## src/rtl/ibuf_read_scheduler_pkg.sv

```systemverilog
// ibuf_read_scheduler_pkg
// Shared definitions for the input-buffer read scheduler: FSM state encoding,
// bank rotation constants, buffer pointer encoding and the bank-advance helper.
package ibuf_read_scheduler_pkg;

   typedef enum logic [2:0] {
      StIdle,
      StWaitBuf,
      StRead,
      StRowEnd,
      StDone
   } state_t;

   localparam logic [1:0] BANK_0     = 2'd0;
   localparam logic [1:0] BANK_1     = 2'd1;
   localparam logic [1:0] BANK_2     = 2'd2;
   localparam logic [1:0] KERNEL_3X3 = 2'd3;

   // Ping-pong buffer pointer encoding
   localparam logic BUF_A = 1'b0;
   localparam logic BUF_B = 1'b1;

   // Bank rotation only applies to 3x3 kernels; any other kernel pins bank 0.
   function automatic logic [1:0] next_bank(input logic [1:0] bank, input logic [1:0] kernel);
      logic [1:0] nb;
      nb = BANK_0;
      if (kernel == KERNEL_3X3) begin
         case (bank)
            BANK_0:  nb = BANK_1;
            BANK_1:  nb = BANK_2;
            default: nb = BANK_0;
         endcase
      end
      return nb;
   endfunction

endpackage

```

## src/rtl/ibuf_read_scheduler_addr_gen.sv

```systemverilog
// ibuf_addr_gen
// Address / bit-serial counter pair. The bit-serial phase counts 0..bs_wait for
// every address; the address counts 0..length-1. Both wrap to 0 after the final
// phase of the final address so they never leave their configured range.
// Ports:
//   clk, rst    clock, async active-high reset
//   clear       force both counters to 0 (priority over enable)
//   enable      advance the counters this cycle
//   length      words per row pass (must be non-zero while enabled)
//   bs_wait     last bit-serial phase per address
//   addr        current read address
//   bit_serial  current bit-serial phase
//   last        final phase of final address
module ibuf_addr_gen #(
   parameter int unsigned ADDR_SIZE = 13,
   parameter int unsigned BS_SIZE   = 4
) (
   input  logic                 clk,
   input  logic                 rst,
   input  logic                 clear,
   input  logic                 enable,
   input  logic [ADDR_SIZE-1:0] length,
   input  logic [BS_SIZE-1:0]   bs_wait,
   output logic [ADDR_SIZE-1:0] addr,
   output logic [BS_SIZE-1:0]   bit_serial,
   output logic                 last
);

   logic [ADDR_SIZE-1:0] addr_q;
   logic [BS_SIZE-1:0]   bs_q;
   logic                 bs_wrap;

   assign bs_wrap = (bs_q == bs_wait);
   assign last    = bs_wrap && (addr_q == (length - ADDR_SIZE'(1)));

   always_ff @(posedge clk or posedge rst) begin
      if (rst) begin
         addr_q <= '0;
         bs_q   <= '0;
      end else if (clear) begin
         addr_q <= '0;
         bs_q   <= '0;
      end else if (enable) begin
         if (last) begin
            addr_q <= '0;
            bs_q   <= '0;
         end else if (bs_wrap) begin
            addr_q <= addr_q + ADDR_SIZE'(1);
            bs_q   <= '0;
         end else begin
            bs_q <= bs_q + BS_SIZE'(1);
         end
      end
   end

   assign addr       = addr_q;
   assign bit_serial = bs_q;

endmodule

```

## src/rtl/ibuf_read_scheduler.sv

```systemverilog
// ibuf_read_scheduler
// Sequences row-pass reads from the ping-pong input buffers into the PE array.
// Waits for the loader to fill the current buffer, reads it for one row pass,
// releases it, flips to the other buffer and rotates the bank state.
// Ports:
//   clk, rst                 clock, async active-high reset
//   start                    one-cycle pulse, begin a layer pass (ignored when busy)
//   cfg_kernel_size          kernel size; 3 enables bank rotation
//   cfg_length               words per row pass
//   cfg_rows                 row passes per layer
//   cfg_bs_wait              last bit-serial phase per address
//   buf_a_ready/buf_b_ready  loader has filled buffer A / B
//   on_to_pe_addr            buffer read address
//   bank_state               bank rotation 0,1,2
//   ibuf_rd_a/ibuf_rd_b      reading buffer A / B
//   bit_serial               bit-serial phase
//   buf_a_release/_b_release one-cycle pulse, buffer consumed
//   busy                     high from start acceptance to done
//   done                     one-cycle pulse at layer end
module ibuf_read_scheduler
   import ibuf_read_scheduler_pkg::*;
#(
   parameter int unsigned ADDR_SIZE    = 13,
   parameter int unsigned ROW_CNT_SIZE = 10,
   parameter int unsigned BS_SIZE      = 4
) (
   input  logic                    clk,
   input  logic                    rst,
   input  logic                    start,
   input  logic [1:0]              cfg_kernel_size,
   input  logic [ADDR_SIZE-1:0]    cfg_length,
   input  logic [ROW_CNT_SIZE-1:0] cfg_rows,
   input  logic [BS_SIZE-1:0]      cfg_bs_wait,
   input  logic                    buf_a_ready,
   input  logic                    buf_b_ready,
   output logic [ADDR_SIZE-1:0]    on_to_pe_addr,
   output logic [1:0]              bank_state,
   output logic                    ibuf_rd_a,
   output logic                    ibuf_rd_b,
   output logic [BS_SIZE-1:0]      bit_serial,
   output logic                    buf_a_release,
   output logic                    buf_b_release,
   output logic                    busy,
   output logic                    done
);

   state_t                  state_q;
   logic                    ptr_q;
   logic [ROW_CNT_SIZE-1:0] rows_done_q;
   logic [ADDR_SIZE-1:0]    len_q;
   logic [ROW_CNT_SIZE-1:0] rows_q;
   logic [BS_SIZE-1:0]      wait_q;
   logic [1:0]              kernel_q;
   logic [1:0]              bank_q;
   logic                    rd_a_q, rd_b_q;
   logic                    rel_a_q, rel_b_q;
   logic                    busy_q, done_q;

   logic cur_ready;
   logic ag_last;

   // Only the buffer under the pointer is ever considered.
   assign cur_ready = (ptr_q == BUF_B) ? buf_b_ready : buf_a_ready;

   ibuf_addr_gen #(
      .ADDR_SIZE (ADDR_SIZE),
      .BS_SIZE   (BS_SIZE)
   ) u_addr_gen (
      .clk        (clk),
      .rst        (rst),
      .clear      (state_q != StRead),
      .enable     (state_q == StRead),
      .length     (len_q),
      .bs_wait    (wait_q),
      .addr       (on_to_pe_addr),
      .bit_serial (bit_serial),
      .last       (ag_last)
   );

   // Outputs are registered and updated on the transition into each state so
   // they line up with the state they describe.
   always_ff @(posedge clk or posedge rst) begin
      if (rst) begin
         state_q     <= StIdle;
         ptr_q       <= BUF_A;
         rows_done_q <= '0;
         len_q       <= '0;
         rows_q      <= '0;
         wait_q      <= '0;
         kernel_q    <= '0;
         bank_q      <= BANK_0;
         rd_a_q      <= 1'b0;
         rd_b_q      <= 1'b0;
         rel_a_q     <= 1'b0;
         rel_b_q     <= 1'b0;
         busy_q      <= 1'b0;
         done_q      <= 1'b0;
      end else begin
         rel_a_q <= 1'b0;
         rel_b_q <= 1'b0;
         done_q  <= 1'b0;
         case (state_q)
            StIdle: begin
               if (start) begin
                  len_q       <= cfg_length;
                  rows_q      <= cfg_rows;
                  wait_q      <= cfg_bs_wait;
                  kernel_q    <= cfg_kernel_size;
                  busy_q      <= 1'b1;
                  ptr_q       <= BUF_A;
                  rows_done_q <= '0;
                  bank_q      <= BANK_0;
                  state_q     <= StWaitBuf;
               end
            end
            StWaitBuf: begin
               // Empty layers are detected here, against the latched config.
               if ((len_q == '0) || (rows_q == '0)) begin
                  busy_q  <= 1'b0;
                  done_q  <= 1'b1;
                  state_q <= StDone;
               end else if (cur_ready) begin
                  rd_a_q  <= (ptr_q == BUF_A);
                  rd_b_q  <= (ptr_q == BUF_B);
                  state_q <= StRead;
               end
            end
            StRead: begin
               if (ag_last) begin
                  rd_a_q      <= 1'b0;
                  rd_b_q      <= 1'b0;
                  rel_a_q     <= (ptr_q == BUF_A);
                  rel_b_q     <= (ptr_q == BUF_B);
                  ptr_q       <= ~ptr_q;
                  rows_done_q <= rows_done_q + ROW_CNT_SIZE'(1);
                  bank_q      <= next_bank(bank_q, kernel_q);
                  state_q     <= StRowEnd;
               end
            end
            StRowEnd: begin
               // rows_done_q already counts the row just finished.
               if (rows_done_q == rows_q) begin
                  busy_q  <= 1'b0;
                  done_q  <= 1'b1;
                  state_q <= StDone;
               end else begin
                  state_q <= StWaitBuf;
               end
            end
            StDone: begin
               state_q <= StIdle;
            end
            default: begin
               state_q <= StIdle;
            end
         endcase
      end
   end

   assign bank_state    = bank_q;
   assign ibuf_rd_a     = rd_a_q;
   assign ibuf_rd_b     = rd_b_q;
   assign buf_a_release = rel_a_q;
   assign buf_b_release = rel_b_q;
   assign busy          = busy_q;
   assign done          = done_q;

endmodule

```

## config.mk

```make
export PLATFORM = sky130hd
export DESIGN_NAME = ibuf_read_scheduler
export DESIGN_NICKNAME = d
export VERILOG_FILES = /design/src/rtl/ibuf_read_scheduler_pkg.sv /design/src/rtl/ibuf_read_scheduler_addr_gen.sv /design/src/rtl/ibuf_read_scheduler.sv
export SDC_FILE = /design/constraint.sdc
export NUM_CORES = 1
export LEC_CHECK = 0
export ABC_AREA = 1
export BUFFER_PORTS_ARGS = -buffer_cell sky130_fd_sc_hd__clkbuf_2
export CAP_MARGIN = 30
export CORE_ASPECT_RATIO = 1.2
export CORE_MARGIN = 2
export CORE_UTILIZATION = 40
export DETAILED_ROUTE_END_ITERATION = 12
export GPL_TIMING_DRIVEN = 0
export REMOVE_ABC_BUFFERS = 1
export SLEW_MARGIN = 20
export SYNTH_ARGS = -nofsm -noshare
export SYNTH_HDL_FRONTEND = slang
export SYNTH_SLANG_ARGS = --single-unit
```

## constraint.sdc

```tcl
create_clock -name clk -period 4.7 [get_ports clk]
set_input_delay 0.94 -clock clk [delete_from_list [all_inputs] [get_ports clk]]
set_output_delay 0.94 -clock clk [all_outputs]
set_load 0.01 [all_outputs]
```

==> flow_summary.json <==
{
  "worst_r2r_endpoint": "u_addr_gen.addr[11]$_DFFE_PP0P_",
  "fp.dieArea_mm2": 0.0106,
  "grt_util_met1_pct": 21.2,
  "final_hold_viol_count": 0,
  "overflow": 0,
  "cp-end-kind": "flop",
  "period_share_pct": 51.0,
  "grt_max_degree": 44,
  "path_max_fanout": 16,
  "netlist_instances": 535,
  "final_cell_mix": "nand2_1, dfrtp_1, inv_1, clkbuf_2, nor2_1",
  "area_growth_pct": 18.6,
  "r2r_cells": 9,
  "cp-endpoint": "u_addr_gen.addr[11]$_DFFE_PP0P_",
  "hold_class": "reg -> reg",
  "cts_resized": 0,
  "ir_drop_v": 0.000194,
  "synth_area_leaders": "dfrtp_1, nand2_1, inv_1",
  "port_buffers": 58,
  "syn-cell-area_mm2": 0.00392,
  "die_y_um": 112,
  "numCtsBuffers": 9,
  "htree_levels": 3,
  "relSlewSlack_pct": 56.5,
  "layout.cells.non_filler": 723,
  "fin_crit_ps": 2400,
  "use_met2_pct": 32.9,
  "status": "complete, no violations",
  "power_mw": 2.56,
  "yosys.area.top_type": "dfrtp_1",
  "worstSetupStartpoint": "state_q[2]$_DFFE_PP0P_",
  "ys_seq_area_share_pct": 43.4,
  "cts_tree": "done",
  "wire_per_inst_um": 12.8,
  "cts_post_setup_buffers_inserted": 0,
  "core_area_mm2": 0.00952,
  "dpl_cell_area_mm2": 0.00436,
  "boundaryPins": 59,
  "initial_core_util_pct": 41.2,
  "clkTransAtPathRegs_ps": 60,
  "leakagePower_nw": 2.43,
  "worst_slew_pin_slew_ps": 651,
  "die_w_um": 94.4,
  "avgSynthCellArea_um2": 7.33,
  "grt_pass1_wl_um": 15200,
  "drtPass1Iterations": 4,
  "reg2reg_from": "state_q[2]$_DFFE_PP0P_",
  "yosysUniqueCellTypes": 31,
  "fin_nets": 634,
  "drc": 0,
  "clk_path_buf_depth": 2,
  "fin_ws_ps": 2300,
  "use_met3_pct": 3.83,
  "postCtsHoldBufs": 0,
  "finalInstanceArea_mm2": 0.00465,
  "rsz0062_at_grt": "false",
  "final_common_cell": "nand2_1",
  "final_max_slew_viol_count": 0,
  "clockRootBuffer": "clkbuf_16",
  "grt_pass1_vias": 3365,
  "clkLatencyLatePin_ps": 340,
  "tns_ps": 0,
  "grt_busiest_layer": "met2",
  "critical_path_class": "reg -> reg",
  "yosysWarnings": 0,
  "setup.worst_path.start_class": "flop",
  "fmax_mhz": 417,
  "drt_iter0_markers": 124,
  "antenna_left": 0,
  "hpwl_um": 6780,
  "antenna_found_initial": 0,
  "fin_skew_ps": 6.17,
  "place_inst": 707,
  "cp.arrival_ps": 2610,
  "via_count": 3479,
  "vias_per_cell": 4.81,
  "drt-total-wl_um": 9220,
  "ys_ff_latch": 68,
  "drive_above_1_share_pct": 17.3,
  "reg2reg_slack_ps": 2300,
  "cts_num_sinks": 68,
  "cp.required_ps": 4910,
  "grt_usage_pct": 18.5,
  "gp_congestion": 0.858,
  "antenna_cells": 0,
  "dp_slack_ps": 2320,
  "p_per_area_mw_per_mm2": 550,
  "finalSetupViolCount": 0,
  "cap_violations": 0,
  "rows": 39,
  "yosysTopAreaCellShare_pct": 43.4
}
-- synthesized netlist by cell type --
cell type  number
xor2_1         16
or2_2           2
a31oi_1         1
nor4_2          1
a21oi_1         3
nor3_1         12
nand4_1        11
nand3_1        36
nor2_2          3
nor2_1         58
nor3b_1         2
inv_1          65
nor4_1          5
o21ai_1         3
dfrtp_1        68
nand4_4         1
nand2_2         3
nand2_1       179
nand3_2         1
clkbuf_1        5
xnor2_1         7
inv_2           5
nand3b_1        3
nand2_4         2
o21ai_0        22
and3_1          2
o21ai_2         1
ha_1            5
buf_2           4
nor2_4          7
buf_6           2
-- critical path, stage by stage, from the launching register on --
cell     delay (ps)
dfrtp_1         370
inv_1            50
nand3_1         490
inv_2           250
o21ai_2         260
inv_1           260
nor4_2          330
nand3_1         130
nand2_1          90
nor2_1           40
-- routing by layer --
metal | vias up | share of wire (%)
met5 | - | 0
met4 | 0 | 2.0
met3 | 15 | 3.6
met2 | 62 | 52
met1 | 1615 | 42
li1 | 1787 | -
-- where the power goes --
group	leakage, nW	total (mW)	switching [mW]	internal (mW)
combinational	1.39	1.03	0.696	0.332
sequential	0.894	0.884	0.144	0.740
clock	0.144	0.646	0.249	0.397
total	2.43	2.56	1.09	1.47
-- through the flow --
step                      utilization [%]  hold slack (ps)
after floorplan                         -              442
after global placement               45.2              457
after detailed placement             45.8              460
after CTS                            48.9              478
after global routing                 48.9              523
final                                48.9              473
-- sequential cells by signal, summed over array words and instances, names as in the netlist, 2 cells and up --
register	count
len_q	13
u_addr_gen.addr	13
rows_done_q	10
rows_q	10
u_addr_gen.bit_serial	4
wait_q	4
state_q	3
bank_state	2
kernel_q	2
-- final cells by class --
| cell class | count | area (um^2) |
|---|---|---|
| Clock buffer | 12 | 267 |
| Clock inverter | 4 | 22.5 |
| Fill cell | 972 | 4870 |
| Inverter | 70 | 265 |
| Multi-Input combinational cell | 386 | 1900 |
| Sequential cell | 68 | 1700 |
| Tap cell | 123 | 154 |
| Timing Repair Buffer | 60 | 338 |
-- logic make-up (layout without fill, tap and decap cells) --
logic type / count (synthesis) / count (layout) / share of synthesized area (%)
AO/OA/AOI/OAI: 30 / 30 / 3.96
adder cells (fa/ha/maj): 5 / 5 / 1.60
XOR/XNOR: 23 / 23 / 5.14
AND/OR/NAND/NOR: 328 / 328 / 37.6
buffers and inverters: 81 / 146 / 8.27
flip-flops: 68 / 68 / 43.4
-- how the worst min path moves through the flow --
stage                     slack [ps]                      end  depth (start not counted)                    start
after floorplan                  440  kernel_q[1]$_DFFE_PP0P_                          2  kernel_q[1]$_DFFE_PP0P_
after global placement           460  kernel_q[1]$_DFFE_PP0P_                          2  kernel_q[1]$_DFFE_PP0P_
after detailed placement         460  kernel_q[1]$_DFFE_PP0P_                          2  kernel_q[1]$_DFFE_PP0P_
after CTS                        480  kernel_q[1]$_DFFE_PP0P_                          2  kernel_q[1]$_DFFE_PP0P_
after global routing             520  kernel_q[0]$_DFFE_PP0P_                          2  kernel_q[0]$_DFFE_PP0P_
final                            470  kernel_q[0]$_DFFE_PP0P_                          2  kernel_q[0]$_DFFE_PP0P_
Note: power is estimated with default switching activity, not from simulation.
